`src/rtl/ud_cnt_ctrl_if.sv`:
```
// ud_cnt_ctrl_if: sweep controller <-> environment bundle.
// Run control (START/ABORT/LO/HI/SWEEPS), counter link (Q/D/LD/UD/CE),
// and status (BUSY/DONE/ERR/SWEEP_CNT). slave = controller, master = env.
interface ud_cnt_ctrl_if #(
    parameter int W = 4
);
    logic         START;
    logic         ABORT;
    logic [W-1:0] LO;
    logic [W-1:0] HI;
    logic [3:0]   SWEEPS;
    logic [W-1:0] Q;
    logic [W-1:0] D;
    logic         LD;
    logic         UD;
    logic         CE;
    logic         BUSY;
    logic         DONE;
    logic         ERR;
    logic [3:0]   SWEEP_CNT;

    modport master (
        output START, ABORT, LO, HI, SWEEPS, Q,
        input  D, LD, UD, CE, BUSY, DONE, ERR, SWEEP_CNT
    );

    modport slave (
        input  START, ABORT, LO, HI, SWEEPS, Q,
        output D, LD, UD, CE, BUSY, DONE, ERR, SWEEP_CNT
    );
endinterface

```
`src/rtl/ud_cnt_ctrl.sv`:
```
// ud_cnt_ctrl: drives an up/down counter through LO->HI->LO triangle sweeps.
// Ports: CLK, RST_ (sync, active low), bus (ud_cnt_ctrl_if.slave).
module ud_cnt_ctrl #(
    parameter int W = 4
) (
    input  logic         CLK,
    input  logic         RST_,
    ud_cnt_ctrl_if.slave bus
);
    typedef enum logic [2:0] {
        S_IDLE,
        S_LOAD,
        S_UP,
        S_DOWN,
        S_FIN
    } state_t;

    localparam logic [W-1:0] ONE = W'(1);

    state_t       state, nxt;
    logic [W-1:0] lo_q, hi_q, exp_q;
    logic [W-1:0] nxt_lo, nxt_hi, nxt_exp;
    logic [3:0]   swp_q, cnt_q;
    logic [3:0]   nxt_swp, nxt_cnt;
    logic         nxt_err;
    logic         mism;
    logic         run_n;

    logic [W-1:0] d_q;
    logic         ld_q, ud_q, ce_q;
    logic         busy_q, done_q, err_q;

    always_comb begin
        nxt     = state;
        nxt_lo  = lo_q;
        nxt_hi  = hi_q;
        nxt_swp = swp_q;
        nxt_exp = exp_q;
        nxt_cnt = cnt_q;
        nxt_err = 1'b0;
        mism    = (bus.Q != exp_q);
        unique case (state)
            S_IDLE: begin
                if (bus.START) begin
                    if ((bus.LO < bus.HI) && (bus.SWEEPS != 4'd0)) begin
                        nxt     = S_LOAD;
                        nxt_lo  = bus.LO;
                        nxt_hi  = bus.HI;
                        nxt_swp = bus.SWEEPS;
                        nxt_cnt = 4'd0;
                    end else begin
                        nxt_err = 1'b1;
                    end
                end
            end
            S_LOAD: begin
                nxt_exp = lo_q;
                nxt     = S_UP;
            end
            S_UP: begin
                if (mism) begin
                    nxt     = S_IDLE;
                    nxt_err = 1'b1;
                end else begin
                    nxt_exp = exp_q + ONE;
                    if (bus.Q == hi_q - ONE)
                        nxt = S_DOWN;
                end
            end
            S_DOWN: begin
                if (mism) begin
                    nxt     = S_IDLE;
                    nxt_err = 1'b1;
                end else begin
                    nxt_exp = exp_q - ONE;
                    if (bus.Q == lo_q + ONE) begin
                        nxt_cnt = cnt_q + 4'd1;
                        nxt     = (nxt_cnt == swp_q) ? S_FIN : S_UP;
                    end
                end
            end
            S_FIN: begin
                nxt = S_IDLE;
            end
            default: begin
                nxt = S_IDLE;
            end
        endcase
        // Abort overrides a mismatch or a normal step; run state is frozen.
        if ((state != S_IDLE) && bus.ABORT) begin
            nxt     = S_IDLE;
            nxt_err = 1'b1;
            nxt_exp = exp_q;
            nxt_cnt = cnt_q;
        end
    end

    assign run_n = (nxt == S_LOAD) || (nxt == S_UP) || (nxt == S_DOWN);

    // Outputs are registered from the next state, so they line up
    // exactly with the state they decode.
    always_ff @(posedge CLK) begin
        if (!RST_) begin
            state  <= S_IDLE;
            lo_q   <= '0;
            hi_q   <= '0;
            swp_q  <= 4'd0;
            exp_q  <= '0;
            cnt_q  <= 4'd0;
            d_q    <= '0;
            ld_q   <= 1'b0;
            ud_q   <= 1'b0;
            ce_q   <= 1'b0;
            busy_q <= 1'b0;
            done_q <= 1'b0;
            err_q  <= 1'b0;
        end else begin
            state  <= nxt;
            lo_q   <= nxt_lo;
            hi_q   <= nxt_hi;
            swp_q  <= nxt_swp;
            exp_q  <= nxt_exp;
            cnt_q  <= nxt_cnt;
            d_q    <= (nxt == S_LOAD) ? nxt_lo : '0;
            ld_q   <= (nxt == S_LOAD);
            ud_q   <= (nxt == S_UP);
            ce_q   <= run_n;
            busy_q <= run_n;
            done_q <= (nxt == S_FIN);
            err_q  <= nxt_err;
        end
    end

    // ABORT masks LD/CE in the same cycle so the counter holds the
    // value it showed when the abort was raised.
    assign bus.D         = d_q;
    assign bus.LD        = ld_q & ~bus.ABORT;
    assign bus.CE        = ce_q & ~bus.ABORT;
    assign bus.UD        = ud_q;
    assign bus.BUSY      = busy_q;
    assign bus.DONE      = done_q;
    assign bus.ERR       = err_q;
    assign bus.SWEEP_CNT = cnt_q;
endmodule

```
`src/flat_wrapper.sv`:
```
// flat-port wrapper written by rule: the top's interface ports become plain ports
module ud_cnt_ctrl_flat 
#(
    parameter int W = 4
)
  (CLK, RST_, bus_START, bus_ABORT, bus_LO, bus_HI, bus_SWEEPS, bus_Q, bus_D, bus_LD, bus_UD, bus_CE, bus_BUSY, bus_DONE, bus_ERR, bus_SWEEP_CNT);
  ud_cnt_ctrl_if #(.W(W)) bus_i ();
  input  logic CLK;
  input  logic RST_;
  input wire logic [$bits(bus_i.START)-1:0] bus_START;
  input wire logic [$bits(bus_i.ABORT)-1:0] bus_ABORT;
  input wire logic [$bits(bus_i.LO)-1:0] bus_LO;
  input wire logic [$bits(bus_i.HI)-1:0] bus_HI;
  input wire logic [$bits(bus_i.SWEEPS)-1:0] bus_SWEEPS;
  input wire logic [$bits(bus_i.Q)-1:0] bus_Q;
  output wire logic [$bits(bus_i.D)-1:0] bus_D;
  output wire logic [$bits(bus_i.LD)-1:0] bus_LD;
  output wire logic [$bits(bus_i.UD)-1:0] bus_UD;
  output wire logic [$bits(bus_i.CE)-1:0] bus_CE;
  output wire logic [$bits(bus_i.BUSY)-1:0] bus_BUSY;
  output wire logic [$bits(bus_i.DONE)-1:0] bus_DONE;
  output wire logic [$bits(bus_i.ERR)-1:0] bus_ERR;
  output wire logic [$bits(bus_i.SWEEP_CNT)-1:0] bus_SWEEP_CNT;
  assign bus_i.START = bus_START;
  assign bus_i.ABORT = bus_ABORT;
  assign bus_i.LO = bus_LO;
  assign bus_i.HI = bus_HI;
  assign bus_i.SWEEPS = bus_SWEEPS;
  assign bus_i.Q = bus_Q;
  assign bus_D = bus_i.D;
  assign bus_LD = bus_i.LD;
  assign bus_UD = bus_i.UD;
  assign bus_CE = bus_i.CE;
  assign bus_BUSY = bus_i.BUSY;
  assign bus_DONE = bus_i.DONE;
  assign bus_ERR = bus_i.ERR;
  assign bus_SWEEP_CNT = bus_i.SWEEP_CNT;
  ud_cnt_ctrl #(.W(W)) u_core (.CLK(CLK), .RST_(RST_), .bus(bus_i));
endmodule
```
`config.mk`:
```
export PLATFORM = sky130hd
export DESIGN_NAME = ud_cnt_ctrl_flat
export DESIGN_NICKNAME = d
export VERILOG_FILES = /design/src/rtl/ud_cnt_ctrl_if.sv /design/src/rtl/ud_cnt_ctrl.sv /design/src/flat_wrapper.sv
export SDC_FILE = /design/constraint.sdc
export NUM_CORES = 1
export LEC_CHECK = 0
export ABC_AREA = 0
export CAP_MARGIN = 20
export CORE_UTILIZATION = 47
export CTS_CLUSTER_SIZE = 8
export DETAILED_ROUTE_END_ITERATION = 12
export GPL_ROUTABILITY_DRIVEN = 0
export MAX_ROUTING_LAYER = met4
export PLACE_DENSITY = 0.79
export SLEW_MARGIN = 20
export SYNTH_ARGS = -nofsm -noshare
export SYNTH_HDL_FRONTEND = slang
export SYNTH_SLANG_ARGS = --single-unit
```
`constraint.sdc`:
```
create_clock -name CLK -period 2 [get_ports CLK]
set_input_delay 0.2 -clock CLK [delete_from_list [all_inputs] [get_ports CLK]]
set_output_delay 0.2 -clock CLK [all_outputs]
set_load 0.005 [all_outputs]
```
==> summary.txt <==
Cells and area
  • Commonest non-fill, non-tap cells in the layout: 35 x buf_4, 33 x clkdlybuf4s50_1, 27 x dfxtp_1, 19 x nor2_1
  • Layout Area Growth over Synthesis: 46.7%
  • Share of cells above drive strength 1: 27.1%
  • Antenna Cells: 0
  • Fillers: 265
  • Commonest non-fill, non-tap cell in the layout: buf_4
  • Non-Filler Instances: 310
  • Final core occ: 73.2%
  • Layout Nets: 290

Timing
  • Setup TNS: 0 ns
  • Final slew viol count: 0
  • RSZ-0062 raised after global routing: yes
  • Fmax: 516 MHz
  • Final Hold Vio Count: 0
  • Max-slew headroom: 73.2%
  • Actual slew at the worst max-slew pin: 0.399 ns
  • Final hold slack: 0.529 ns
  • Period minus WS final: 1.94 ns
  • Final setup skew: 0.00462 ns
  • Fin crit share: 96.8%
  • Final setup vio count: 0

Clock network
  • Htree depth: 2
  • CTS max path bufs: 2
  • CTS clk-pin slew, worst paths: 0.07 ns
  • Clock insertion delay at the later pin of the skew report: 0.29 ns
  • CTS Sinks: 32
  • CTS tree: done
  • Total CTS buffers: 5
  • Root buf cell: clkbuf_8

Setup path
  • Worst R2R Setup Slack: 0.06 ns
  • CP max stage delay: 0.39 ns
  • Critical path, cell by cell: inv_2, ha_4, xor2_2, o2111ai_2, a2111oi_4, o21bai_4, buf_6, a211oi_2
  • Worst Path Arrival: 2.15 ns
  • Slowest cell on crit path: a2111oi_4
  • CP Launch Type: flip-flop
  • R2R Path End: u_core.ld_q$_SDFF_PN0_
  • Critical path class: flip-flop to flip-flop
  • Cell depth of the worst flop-to-flop path: 8
  • WP data required: 2.21 ns
  • Worst r2r src: u_core.hi_q[0]$_SDFFE_PN0P_
  • Crit path capture type: flip-flop
  • CP max FO: 5

Yosys
  • Area contributors post-synth: dfxtp_1 34%, mux2i_1 8.0%, xnor2_1 7.0%
  • Cells after Synth: 194
  • EDFF count, synth: 0
  • Synth unique cells: 51
  • Yosys top cell by area: dfxtp_1
  • Mapped cell area: 1870 sq um
  • Ys flop type: dfxtp_1
  • Ys async rst share: 0%
  • Register area share after synthesis: 34.3%
  • Syn_nets: 223
  • Number of synthesized register bits: 32
  • Synth warn: 0
  • Share of the synthesized area in the top cell type: 34.3%
  • Synthesized area per cell: 9.63 sq um

Global route
  • Largest net degree at the start of global routing: 20
  • Gr ovfl total: 0
  • Vias in the first global route: 1657
  • Initial antenna violation count: 0
  • First-pass GRT wire length: 7.78 mm
  • GR Util All Layers: 25.6%

Worst hold path
  • Hold Path Cell Cnt: 2
  • Critical hold path startpoint: u_core.swp_q[1]$_SDFFE_PN0P_
  • Worst min-delay path category: flip-flop to flip-flop
  • Hold EP: u_core.swp_q[1]$_SDFFE_PN0P_

Die
  • Core area: 3740 sq um
  • Die Wd: 65.0 um
  • Row count: 22
  • I/O pin count: 34
  • Full die area: 4230 sq um
  • Initial core utilization: 49.9%
  • Die height: 65.0 um

Route
  • Final ANT Viol Nets: 0
  • Detailed Routing Iterations Pass 1: 4
  • # DRC: 0
  • WL/cell: 16.1 um
  • Vias: 1737
  • Vias per cell: 5.60
  • Total Wirelength: 5.01 mm
  • DR iter-0 viols: 125

Placement
  • DP HPWL: 3.59 mm
  • Buffers on Ports: 33
  • Dpl cells: 301

Job
  • Max capacitance violation total: 0

Power and ir drop
  • Total power: 1710 uW
  • P_leak: 0.00109 uW
  • Cell Pwr Density: 622 nW/um^2
  • Max VDD drop: 0.000480 V

Outcome
  • Status: finished, final reports clean
-- where the power goes --
| part | switching, uW | leakage (uW) | internal [uW] |
|---|---|---|---|
| Clock | 249 | 0.0000552 | 369 |
| Sequential | 25.6 | 0.000262 | 666 |
| Combinational | 190 | 0.000774 | 206 |
| Total | 464 | 0.00109 | 1240 |
-- what timing repair did --
item                       CTS  global route
hold buffers                 0             0
resized for setup            1            26
setup buffers                0             1
pin swaps                    1            14
setup endpoints to repair    5            21
-- worst max-delay path, delay by kind of cell (launching register included) --
family | cells | cell delay, ns
AOI/OAI and AO/OA | 4 | 0.91
xor gates and xnor gates | 1 | 0.14
DFF | 1 | 0.33
buffers and inverters | 2 | 0.21
adders and majority gates | 1 | 0.26
-- worst max-delay path by stage --
stage | to | cells after the start | from
global placement | u_core.bus.D[2]$_SDFF_PN0_ | 7 | bus_HI[1]
detailed placement | u_core.bus.SWEEP_CNT[2]$_SDFFE_PN0P_ | 8 | bus_HI[2]
global route | u_core.ld_q$_SDFF_PN0_ | 8 | u_core.hi_q[1]$_SDFFE_PN0P_
CTS | u_core.ld_q$_SDFF_PN0_ | 8 | u_core.hi_q[0]$_SDFFE_PN0P_
finish | u_core.ld_q$_SDFF_PN0_ | 8 | u_core.hi_q[0]$_SDFFE_PN0P_
floorplan | u_core.bus.D[0]$_SDFF_PN0_ | 7 | u_core.hi_q[0]$_SDFFE_PN0P_
-- cell families after synthesis --
| kind of cell | after synthesis | share of synthesized area [%] |
|---|---|---|
| flip-flops | 32 | 34.3 |
| AO/OA/AOI/OAI | 41 | 18.1 |
| adder cells (fa/ha/maj) | 9 | 6.43 |
| AND/OR/NAND/NOR | 57 | 16.8 |
| XOR/XNOR | 22 | 11.5 |
| buffers and inverters | 16 | 3.62 |
| multiplexers | 17 | 9.24 |
-- per-stage QoR --
stage          setup WS [ns]  instance area (sq um)
6_report              0.0637                   2740
5_1_grt              -0.0538                   2740
4_1_cts              0.00524                   2590
3_5_place_dp          -0.277                   2480
3_3_place_gp          -0.239                   2480
2_1_floorplan         0.0383                   1870
-- layout make-up --
type	count	area (sq um)	area share (%)
Clock buffer	6	72.6	2.65
Clock inverter	2	35.0	1.28
Inverter	7	26.3	0.959
Multi-Input combinational cell	146	1290	47.3
Sequential cell	32	647	23.6
Tap cell	48	60.1	2.19
Timing Repair Buffer	69	604	22.1
-- cell usage after synthesis (all sizes together) (2+ instances only) --
cell / n
clkbuf: 3
inv: 7
and2: 2
nor4b: 2
nand2b: 3
nor3: 6
nand3: 7
a22o: 4
mux2: 2
a211oi: 3
o21ai: 6
nor2: 19
buf: 6
a31oi: 3
xnor2: 16
mux2i: 15
nor2b: 4
nand2: 5
o211ai: 4
a21oi: 5
ha: 8
xor2: 5
nand4: 3
a2111oi: 5
dfxtp: 32
-- state kept, by name, summed over array words and instances, names as in the netlist --
| signal | count |
|---|---|
| u_core.bus.D | 4 |
| u_core.swp_q | 4 |
| u_core.ce_q | 1 |
| u_core.hi_q | 4 |
| u_core.bus.ERR | 1 |
| u_core.exp_q | 4 |
| u_core.ld_q | 1 |
| u_core.bus.SWEEP_CNT | 4 |
| u_core.bus.UD | 1 |
| u_core.lo_q | 4 |
| u_core.bus.DONE | 1 |
| u_core.state | 3 |
-- layer usage --
layer	vias to the layer above	global-route usage [%]	wire length (um)
met4	0	12.8	80
met2	68	39.7	2480
met1	827	30.9	2180
met3	10	5.99	269
met5	-	-	0
li1	832	-	-
Power figures use the tool's default switching activity.
